**src/rtl/tl_mig_bridge.sv**
```systemverilog
// tl_mig_bridge: single-outstanding TL-UL slave to Xilinx MIG user-interface bridge
//   clock/reset : interconnect_clock_i, interconnect_reset_ni (async, active-low)
//   slave_a_*   : TL-UL A channel (Get / PutFull / PutPartial, one beat of 128 bits)
//   slave_d_*   : TL-UL D channel, registered, held until slave_d_ready
//   app_*       : MIG command, write-data and read-return channels
module tl_mig_bridge #(
    parameter int TL_RS = 5
) (
    input  logic              interconnect_clock_i,
    input  logic              interconnect_reset_ni,
    input  logic [2:0]        slave_a_opcode,
    input  logic [3:0]        slave_a_size,
    input  logic [TL_RS-1:0]  slave_a_source,
    input  logic [27:0]       slave_a_address,
    input  logic [15:0]       slave_a_mask,
    input  logic [127:0]      slave_a_data,
    input  logic              slave_a_valid,
    output logic              slave_a_ready,
    output logic [2:0]        slave_d_opcode,
    output logic [3:0]        slave_d_size,
    output logic [TL_RS-1:0]  slave_d_source,
    output logic              slave_d_denied,
    output logic [127:0]      slave_d_data,
    output logic              slave_d_corrupt,
    output logic              slave_d_valid,
    input  logic              slave_d_ready,
    output logic [27:0]       app_addr,
    output logic [2:0]        app_cmd,
    output logic              app_en,
    output logic [127:0]      app_wdf_data,
    output logic [15:0]       app_wdf_mask,
    output logic              app_wdf_wren,
    output logic              app_wdf_end,
    input  logic              app_rdy,
    input  logic              app_wdf_rdy,
    input  logic [127:0]      app_rd_data,
    input  logic              app_rd_data_valid,
    input  logic              app_rd_data_end
);
    typedef enum logic [2:0] {IDLE, WRITE, RD_CMD, RD_WAIT, RESP} state_t;

    state_t             state_q, state_d;
    logic               cmd_done_q, cmd_done_d, wdf_done_q, wdf_done_d;
    logic               a_ready_q, a_ready_d;
    logic               app_en_q, app_en_d, wdf_wren_q, wdf_wren_d;
    logic [2:0]         app_cmd_q, app_cmd_d;
    logic [27:0]        app_addr_q, app_addr_d;
    logic [127:0]       wdf_data_q, wdf_data_d;
    logic [15:0]        wdf_mask_q, wdf_mask_d;
    logic [2:0]         d_opcode_q, d_opcode_d;
    logic [3:0]         d_size_q, d_size_d;
    logic [TL_RS-1:0]   d_source_q, d_source_d;
    logic               d_denied_q, d_denied_d, d_corrupt_q, d_corrupt_d, d_valid_q, d_valid_d;
    logic [127:0]       d_data_q, d_data_d;
    logic               supported, data_op, cmd_hs, wdf_hs;
    logic               unused_in;

    // single-beat MIG configuration: read end marker and sub-beat address bits carry no information
    assign unused_in = ^{app_rd_data_end, slave_a_address[3:0]};

    always_comb begin
        state_d     = state_q;
        cmd_done_d  = cmd_done_q;
        wdf_done_d  = wdf_done_q;
        app_cmd_d   = app_cmd_q;
        app_addr_d  = app_addr_q;
        wdf_data_d  = wdf_data_q;
        wdf_mask_d  = wdf_mask_q;
        d_opcode_d  = d_opcode_q;
        d_size_d    = d_size_q;
        d_source_d  = d_source_q;
        d_denied_d  = d_denied_q;
        d_corrupt_d = d_corrupt_q;
        d_data_d    = d_data_q;
        cmd_hs      = app_en_q & app_rdy;
        wdf_hs      = wdf_wren_q & app_wdf_rdy;
        supported   = (slave_a_opcode == 3'd0 || slave_a_opcode == 3'd1 || slave_a_opcode == 3'd4)
                      && slave_a_size <= 4'd4;
        // opcodes 2..4 expect AccessAckData; a refused one returns corrupt data
        data_op     = slave_a_opcode inside {3'd2, 3'd3, 3'd4};
        case (state_q)
            IDLE: if (slave_a_valid && a_ready_q) begin
                cmd_done_d  = 1'b0;
                wdf_done_d  = 1'b0;
                app_cmd_d   = slave_a_opcode == 3'd4 ? 3'b001 : 3'b000;
                app_addr_d  = {slave_a_address[27:4], 4'b0};
                wdf_data_d  = slave_a_data;
                wdf_mask_d  = ~slave_a_mask;
                d_opcode_d  = {2'b0, data_op};
                d_size_d    = slave_a_size;
                d_source_d  = slave_a_source;
                d_denied_d  = ~supported;
                d_corrupt_d = ~supported & data_op;
                d_data_d    = '0;
                state_d     = !supported ? RESP : slave_a_opcode == 3'd4 ? RD_CMD : WRITE;
            end
            WRITE: begin
                cmd_done_d = cmd_done_q | cmd_hs;
                wdf_done_d = wdf_done_q | wdf_hs;
                state_d    = cmd_done_d && wdf_done_d ? RESP : WRITE;
            end
            RD_CMD:  state_d = cmd_hs ? RD_WAIT : RD_CMD;
            RD_WAIT: if (app_rd_data_valid) begin
                d_data_d = app_rd_data;
                state_d  = RESP;
            end
            RESP:    state_d = slave_d_ready ? IDLE : RESP;
            default: state_d = IDLE;
        endcase
        a_ready_d  = state_d == IDLE;
        app_en_d   = (state_d == WRITE && !cmd_done_d) || state_d == RD_CMD;
        wdf_wren_d = state_d == WRITE && !wdf_done_d;
        d_valid_d  = state_d == RESP;
    end

    always_ff @(posedge interconnect_clock_i or negedge interconnect_reset_ni) begin
        if (!interconnect_reset_ni) begin
            state_q     <= IDLE;
            cmd_done_q  <= 1'b0;
            wdf_done_q  <= 1'b0;
            a_ready_q   <= 1'b0;
            app_en_q    <= 1'b0;
            wdf_wren_q  <= 1'b0;
            app_cmd_q   <= '0;
            app_addr_q  <= '0;
            wdf_data_q  <= '0;
            wdf_mask_q  <= '0;
            d_opcode_q  <= '0;
            d_size_q    <= '0;
            d_source_q  <= '0;
            d_denied_q  <= 1'b0;
            d_corrupt_q <= 1'b0;
            d_data_q    <= '0;
            d_valid_q   <= 1'b0;
        end else begin
            state_q     <= state_d;
            cmd_done_q  <= cmd_done_d;
            wdf_done_q  <= wdf_done_d;
            a_ready_q   <= a_ready_d;
            app_en_q    <= app_en_d;
            wdf_wren_q  <= wdf_wren_d;
            app_cmd_q   <= app_cmd_d;
            app_addr_q  <= app_addr_d;
            wdf_data_q  <= wdf_data_d;
            wdf_mask_q  <= wdf_mask_d;
            d_opcode_q  <= d_opcode_d;
            d_size_q    <= d_size_d;
            d_source_q  <= d_source_d;
            d_denied_q  <= d_denied_d;
            d_corrupt_q <= d_corrupt_d;
            d_data_q    <= d_data_d;
            d_valid_q   <= d_valid_d;
        end
    end

    assign slave_a_ready   = a_ready_q;
    assign slave_d_opcode  = d_opcode_q;
    assign slave_d_size    = d_size_q;
    assign slave_d_source  = d_source_q;
    assign slave_d_denied  = d_denied_q;
    assign slave_d_data    = d_data_q;
    assign slave_d_corrupt = d_corrupt_q;
    assign slave_d_valid   = d_valid_q;
    assign app_addr        = app_addr_q;
    assign app_cmd         = app_cmd_q;
    assign app_en          = app_en_q;
    assign app_wdf_data    = wdf_data_q;
    assign app_wdf_mask    = wdf_mask_q;
    assign app_wdf_wren    = wdf_wren_q;
    assign app_wdf_end     = wdf_wren_q;
endmodule

```
**config.mk**
```make
export PLATFORM = sky130hd
export DESIGN_NAME = tl_mig_bridge
export DESIGN_NICKNAME = d
export VERILOG_FILES = /design/src/rtl/tl_mig_bridge.sv
export SDC_FILE = /design/constraint.sdc
export NUM_CORES = 1
export LEC_CHECK = 0
export ABC_AREA = 1
export BUFFER_PORTS_ARGS = -buffer_cell sky130_fd_sc_hd__buf_4
export CAP_MARGIN = 40
export CORE_AREA = 4 4 249 251
export DETAILED_ROUTE_END_ITERATION = 10
export DIE_AREA = 0 0 253 255
export GPL_ROUTABILITY_DRIVEN = 1
export MAX_ROUTING_LAYER = met4
export SLEW_MARGIN = 30
export SYNTH_ARGS = -nofsm -noshare
export SYNTH_HDL_FRONTEND = slang
export SYNTH_SLANG_ARGS = --single-unit
```
**constraint.sdc**
```tcl
create_clock -name interconnect_clock_i -period 1.4 [get_ports interconnect_clock_i]
set_input_delay 0.14 -clock interconnect_clock_i [delete_from_list [all_inputs] [get_ports interconnect_clock_i]]
set_output_delay 0.14 -clock interconnect_clock_i [all_outputs]
set_load 0.05 [all_outputs]
```
==> results of run 1 <==
-- Yosys cell counts --
cell,n
o2bb2ai_1,1
nand3_2,1
nor2_4,2
o21ai_1,1
inv_2,3
clkbuf_1,6
inv_1,13
nand2_1,783
nor2_1,11
buf_2,63
o21ai_0,21
nor2_2,2
nor3_1,2
dfrtp_1,318
nand3_1,135
a21oi_1,3
conb_1,1
buf_4,21
-- report_power, final --
group / switching, mW / internal (mW)
sequential: 1.61 / 11.8
clock: 3.87 / 5.63
combinational: 15.2 / 6.97
total: 20.6 / 24.4
-- per-stage QoR --
stage | instances | area, um^2
finish | 3177 | 22970
global route | 3175 | 22970
CTS | 3171 | 22830
detailed placement | 2794 | 18500
global placement | 2794 | 18500
floorplan | 1394 | 12400
-- cells by family after synthesis --
| family | synth area share (%) |
|---|---|
| AO/OA/AOI/OAI | 1.083 |
| buffers and inverters | 4.494 |
| other | 0.03034 |
| flip-flops | 64.37 |
| AND/OR/NAND/NOR | 30.02 |
-- worst min-delay path: cells and delay by family --
family,cells,cell delay [ns]
buffers and inverters,1,0.08
and+or+nand+nor,2,0.14
AOI/OAI and AO/OA,1,0.17
-- cell usage in the layout, fill, tap and decap left out, drive strengths merged --
master,synthesis,final
a21oi,3,3
buf,84,710
bufinv,0,2
clkbuf,6,55
clkinv,0,6
conb,1,8
dfrtp,318,318
diode,0,3
dlygate4sd3,0,311
inv,16,20
nand2,783,783
nand3,136,136
nor2,15,15
nor3,2,2
o21ai,22,22
o2bb2ai,1,1
-- area by class of cell --
cell class / count / area (um^2) / share of cell area, %
clock buffers: 53 / 1056 / 4.597
diodes: 3 / 7.507 / 0.03268
flip-flops and latches: 318 / 7960 / 34.65
clock inverters: 12 / 125.1 / 0.5447
well taps: 782 / 978.4 / 4.259
repair buffers: 1023 / 8837 / 38.47
inverters: 16 / 65.06 / 0.2832
multi-input cells: 970 / 3943 / 17.16
-- state kept, by name (all words and copies together) (netlist names), 3 cells and up --
register / flops
app_addr: 24
state_q: 3
slave_d_source: 5
app_wdf_mask: 16
slave_d_size: 4
slave_d_data: 128
app_wdf_data: 128
-- layer usage --
| layer | up-vias | wire length (um) |
|---|---|---|
| met1 | 6354 | 19530 |
| met2 | 639 | 25030 |
| met4 | 0 | 2447 |
| met5 | - | 0 |
| met3 | 151 | 3833 |
| li1 | 6238 | - |
-- final timing paths --
path	endpoint	startpoint	cells after the start	slack, ns
hold reg to reg	app_wdf_data[18]	app_wdf_data[18]	2	0.48
setup reg to reg	slave_d_data[27]	state_q[1]	9	-0.10
hold / removal	wdf_done_q	app_wdf_rdy	4	0.04
setup / recovery	slave_d_data[27]	state_q[1]	9	-0.10
min in group asynchronous	app_wdf_data[77]	interconnect_reset_ni	2	0.18
max in group asynchronous	app_wdf_data[76]	interconnect_reset_ni	3	0.62
-- timing repair --
item	CTS	global route
pin swaps	0	1
buffers inserted	1	1
endpoints found under the hold margin	573	0
cloned	0	2
gates resized for setup	10	23
hold buffers	311	0
setup endpoints to repair	298	313
==> impl_metrics.py, run 1 <==
metrics = {
    "outcome": {
        "status": "complete, but fails checks",
        "failed_checks": "negative setup slack",
    },
    "clocking": {
        "clkSinkCount": 318,
        "numCtsBuffers": 36,
        "insertion_delay_ns": 0.53,
        "cts_tree": "done",
        "htreeDepth": 2,
        "cts_root_buf": "clkbuf_16",
        "cts.reportedPaths.clkPinSlew_ns": 0.06,
        "cts_max_path_buffers": 3,
    },
    "grt": {
        "grt_start_max_net_pins": 52,
        "grt_util_met2_pct": 25.31,
        "use_met1_pct": 17.00,
        "track_usage_pct": 15.05,
        "grt_use_met3_pct": 3.536,
        "overflow": 0,
        "grt_pass1_vias": 13920,
        "antenna_found_initial": 2,
        "busiest_layer": "met2",
        "grt_pass1_wl_mm": 75.49,
    },
    "setup_path": {
        "startpoint_type": "flip-flop",
        "critPathBufInv": 5,
        "cp.arrival_ns": 1.91,
        "cp-end-kind": "flip-flop",
        "cpPeakStageDelay_ns": 0.43,
        "required_ns": 1.81,
        "path_max_fanout": 48,
        "critical_path_class": "flip-flop to flip-flop",
        "crit_family": "buffers and inverters",
        "path_cells": "inv_2, nor2_4, inv_2, nor2_4, buf_12, inv_6, buf_12, nand3_1, nand2_1",
        "crit_slowest_cell": "dfrtp_1",
    },
    "sta": {
        "maxSlewHeadroom_pct": 62.90,
        "maxSlewViolCount": 0,
        "tightest_slew_ns": 0.5564,
        "fin_crit_sh_pct": 107.3,
        "tns_ns": -7.308,
        "fmax_mhz": 665.6,
        "min_period_ns": 1.502,
        "hold_viol_final": 0,
        "holdWs_ns": 0.04422,
        "clock-skew-final_ns": 0.01622,
        "layout_setup_ws_ns": -0.1025,
        "setup_viol": 227,
        "rsz0062_at_grt": "yes",
    },
    "logic_synthesis": {
        "syn_area_mm2": 0.01236,
        "synth_area_leaders": "dfrtp_1 (64%), nand2_1 (24%), nand3_1 (5.5%)",
        "yosysTopAreaCellShare_pct": 64.37,
        "synth_cell_types": 18,
        "synth_cells": 1387,
        "yosysSeqAreaShare_pct": 64.37,
        "syn_area_per_cell_um2": 8.913,
        "ys_ff_latch": 318,
        "yosysWarnings": 0,
        "yosys.area.top_type": "dfrtp_1",
    },
    "worst_hold_path": {
        "hp-class": "input pin to flip-flop",
    },
    "place": {
        "dp.final_hpwl_mm": 35.42,
        "io_buffers": 628,
        "gp_congestion": 0.9059,
        "dpl_worst_slack_ns": -0.1574,
    },
    "drt": {
        "vias": 13380,
        "ant_nets": 0,
        "dr.pass1.iters": 5,
        "wl_per_cell_um": 16.00,
        "drt-total-wl_mm": 50.84,
        "via_per_inst": 4.212,
        "drc": 0,
        "dr.first_iter.drc_count": 684,
    },
    "cells_and_area": {
        "fin_util_pct": 38.35,
        "nets": 2685,
        "drive_above_1_share_pct": 33.11,
        "syn_to_final_growth_pct": 85.83,
        "fill_cells": 5702,
    },
    "floorplanning": {
        "start_util_pct": 20.63,
        "die-area_mm2": 0.06452,
        "rows": 90,
        "coreArea_mm2": 0.05991,
        "boundaryPins": 642,
        "die_w_um": 253,
        "fp.dieH_um": 255,
    },
    "flow_run": {
        "maxCapViolations": 0,
    },
    "power_and_ir_drop": {
        "peakVddDrop_uv": 812.3,
        "p_leak_nw": 12.49,
        "totalPowerFinal_mw": 45.06,
        "powerDensity_mw_per_mm2": 1962,
    },
}
Power figures use the tool's default switching activity.
==> run 2, diff against run 1 <==
--- a/config.mk
+++ b/config.mk
@@ -13,6 +13,7 @@
 export DIE_AREA = 0 0 253 255
 export GPL_ROUTABILITY_DRIVEN = 1
 export MAX_ROUTING_LAYER = met4
+export SETUP_SLACK_MARGIN = 0.4
 export SLEW_MARGIN = 30
 export SYNTH_ARGS = -nofsm -noshare
 export SYNTH_HDL_FRONTEND = slang
==> run 2 against run 1 <==
The flow still finishes with violations (negative setup slack). Register-to-register slack worse by 0.04 ns. Sequential power about the same. Sequential cell count stayed put. Hold slack better by 0.047 ns. Critical endpoint is now app_wdf_data[122].
==> impl_metrics.py, run 2 (synthesis results as in run 1) <==
metrics = {
    "sta": {
        "tns_ns": -21.59,
        "fmax_mhz": 647.3,
        "holdWs_ns": 0.09118,
        "clock-skew-final_ns": 0.01131,
        "rsz0062_at_grt": "yes",
        "hold_viol_final": 0,
        "maxSlewViolCount": 0,
        "setup_viol": 295,
        "min_period_ns": 1.545,
        "layout_setup_ws_ns": -0.1449,
        "fin_crit_sh_pct": 110.4,
    },
    "worst_hold_path": {
        "hp-class": "input pin to flip-flop",
    },
    "cells_and_area": {
        "final_common_cell": "nand2_1",
        "nets": 2717,
        "drive_above_1_share_pct": 39.65,
        "layout_common_cells": "nand2_1 (715), buf_4 (670), dfrtp_1 (314)",
        "postLayoutCellArea_mm2": 0.02448,
        "instances_no_fill": 3212,
        "syn_to_final_growth_pct": 98.00,
    },
    "grt": {
        "grt_pass1_wl_mm": 80.63,
        "grt_pass1_vias": 14280,
        "antenna_found_initial": 4,
        "grt_start_max_net_pins": 71,
        "track_usage_pct": 16.35,
        "overflow": 0,
    },
    "floorplanning": {
        "boundaryPins": 642,
        "rows": 90,
        "fp.dieH_um": 255,
        "die-area_mm2": 0.06452,
        "start_util_pct": 20.63,
        "die_w_um": 253,
        "coreArea_mm2": 0.05991,
    },
    "clocking": {
        "numCtsBuffers": 38,
        "cts_tree": "done",
        "cts.reportedPaths.clkPinSlew_ns": 0.06,
        "insertion_delay_ns": 0.53,
        "clkSinkCount": 318,
        "cts_max_path_buffers": 3,
        "cts_root_buf": "clkbuf_16",
        "htreeDepth": 2,
    },
    "drt": {
        "dr.first_iter.drc_count": 1010,
        "wl_per_cell_um": 18.09,
        "dr.pass1.iters": 6,
        "vias": 13810,
        "via_per_inst": 4.301,
        "drt-total-wl_mm": 58.11,
        "ant_nets": 0,
        "drc": 0,
    },
    "setup_path": {
        "crit_path_frequent_cell": "buf_12",
        "cpPeakStageDelay_ns": 0.42,
        "critPathBufInv": 3,
        "cp-end-kind": "flip-flop",
        "crit_slowest_cell": "dfrtp_1",
        "cp.arrival_ns": 1.96,
        "critical_path_class": "flip-flop to flip-flop",
        "crit_family": "buffers and inverters",
        "path_max_fanout": 36,
        "path_cells": "nor2_4, nand3_4, buf_12, buf_12, buf_12, nand2_1, nand2_1",
        "startpoint_type": "flip-flop",
        "required_ns": 1.81,
    },
    "place": {
        "gp_congestion": 0.8783,
        "dp_cells": 2781,
        "dp.final_hpwl_mm": 36.25,
        "place_area_mm2": 0.01872,
        "io_buffers": 628,
    },
    "power_and_ir_drop": {
        "peakVddDrop_uv": 1740,
        "p_leak_nw": 13.06,
        "powerDensity_mw_per_mm2": 1949,
    },
    "outcome": {
        "failed_checks": "negative setup slack",
        "status": "complete, but fails checks",
    },
    "flow_run": {
        "maxCapViolations": 0,
    },
}
-- run 2: cell count changes in the layout (fill, tap and decap cells not counted), moves of 12 or more --
cell | previous run | this run
nand3_1 | 133 | 69
nand3_2 | 2 | 66
nand2_1 | 777 | 715
nand2_2 | 5 | 53
clkbuf_16 | 39 | 55
buf_16 | 3 | 18
nand2_4 | 1 | 15
o21ai_0 | 16 | 4
-- run 2: where the power goes --
group | switching (mW) | internal, mW
registers | 1.77 | 11.8
logic | 16.0 | 8.19
clock network | 3.99 | 5.89
-- run 2: area by class of cell --
cell class	count	area, um^2
fill	5583	35430
inverter	16	67.56
antenna	4	10.01
tap	782	978.4
sequential	318	7963
timing repair buffer	1053	9694
clock inverter	14	101.3
clock buffer	55	1149
multi-input combinational	970	4513
-- run 2: metrics by stage --
| step | setup slack, ns | total power [mW] | util (%) |
|---|---|---|---|
| final | -0.1449 | 47.70 | 40.86 |
| after CTS | -0.1201 | 46.41 | 39.51 |
| after global placement | -0.1465 | 34.34 | 31.25 |
| after global routing | -0.2275 | 49.89 | 40.86 |
| after detailed placement | -0.1727 | 34.61 | 31.25 |
| after floorplan | 0.08326 | 27.21 | - |
-- run 2: final timing paths --
kind	start	to	slack, ns	cells after the start
max	state_q[1]	app_wdf_data[122]	-0.14	7
min reg2reg	app_wdf_data[48]	app_wdf_data[48]	0.47	2
min in group asynchronous	interconnect_reset_ni	slave_d_denied	0.24	3
max reg2reg	state_q[1]	app_wdf_data[122]	-0.14	7
min	slave_a_opcode[1]	slave_d_corrupt	0.09	5
max in group asynchronous	interconnect_reset_ni	slave_d_size[3]	0.37	3
-- run 2: repair_timing --
action | CTS | global route
cloned | 12 | 20
buffers inserted | 10 | 5
endpoints found under the setup margin | 632 | 640
endpoints found under the hold margin | 627 | 0
hold buffers | 311 | 0
gates resized for setup | 36 | 117
pin swaps | 2 | 27
-- run 2: tightest hold or removal path: cells and delay by family --
kind,cells,cell delay [ns]
compound gates,2,0.16
buf+inv,2,0.16
simple gates,1,0.12
-- run 2: layer usage --
layer	global-route usage (%)	vias to the layer above	part of all wire, %
li1	-	6332	-
met1	19.21	6646	40
met2	26.65	629	49
met3	3.424	207	5.5
met4	8.432	0	5.4
met5	-	-	0
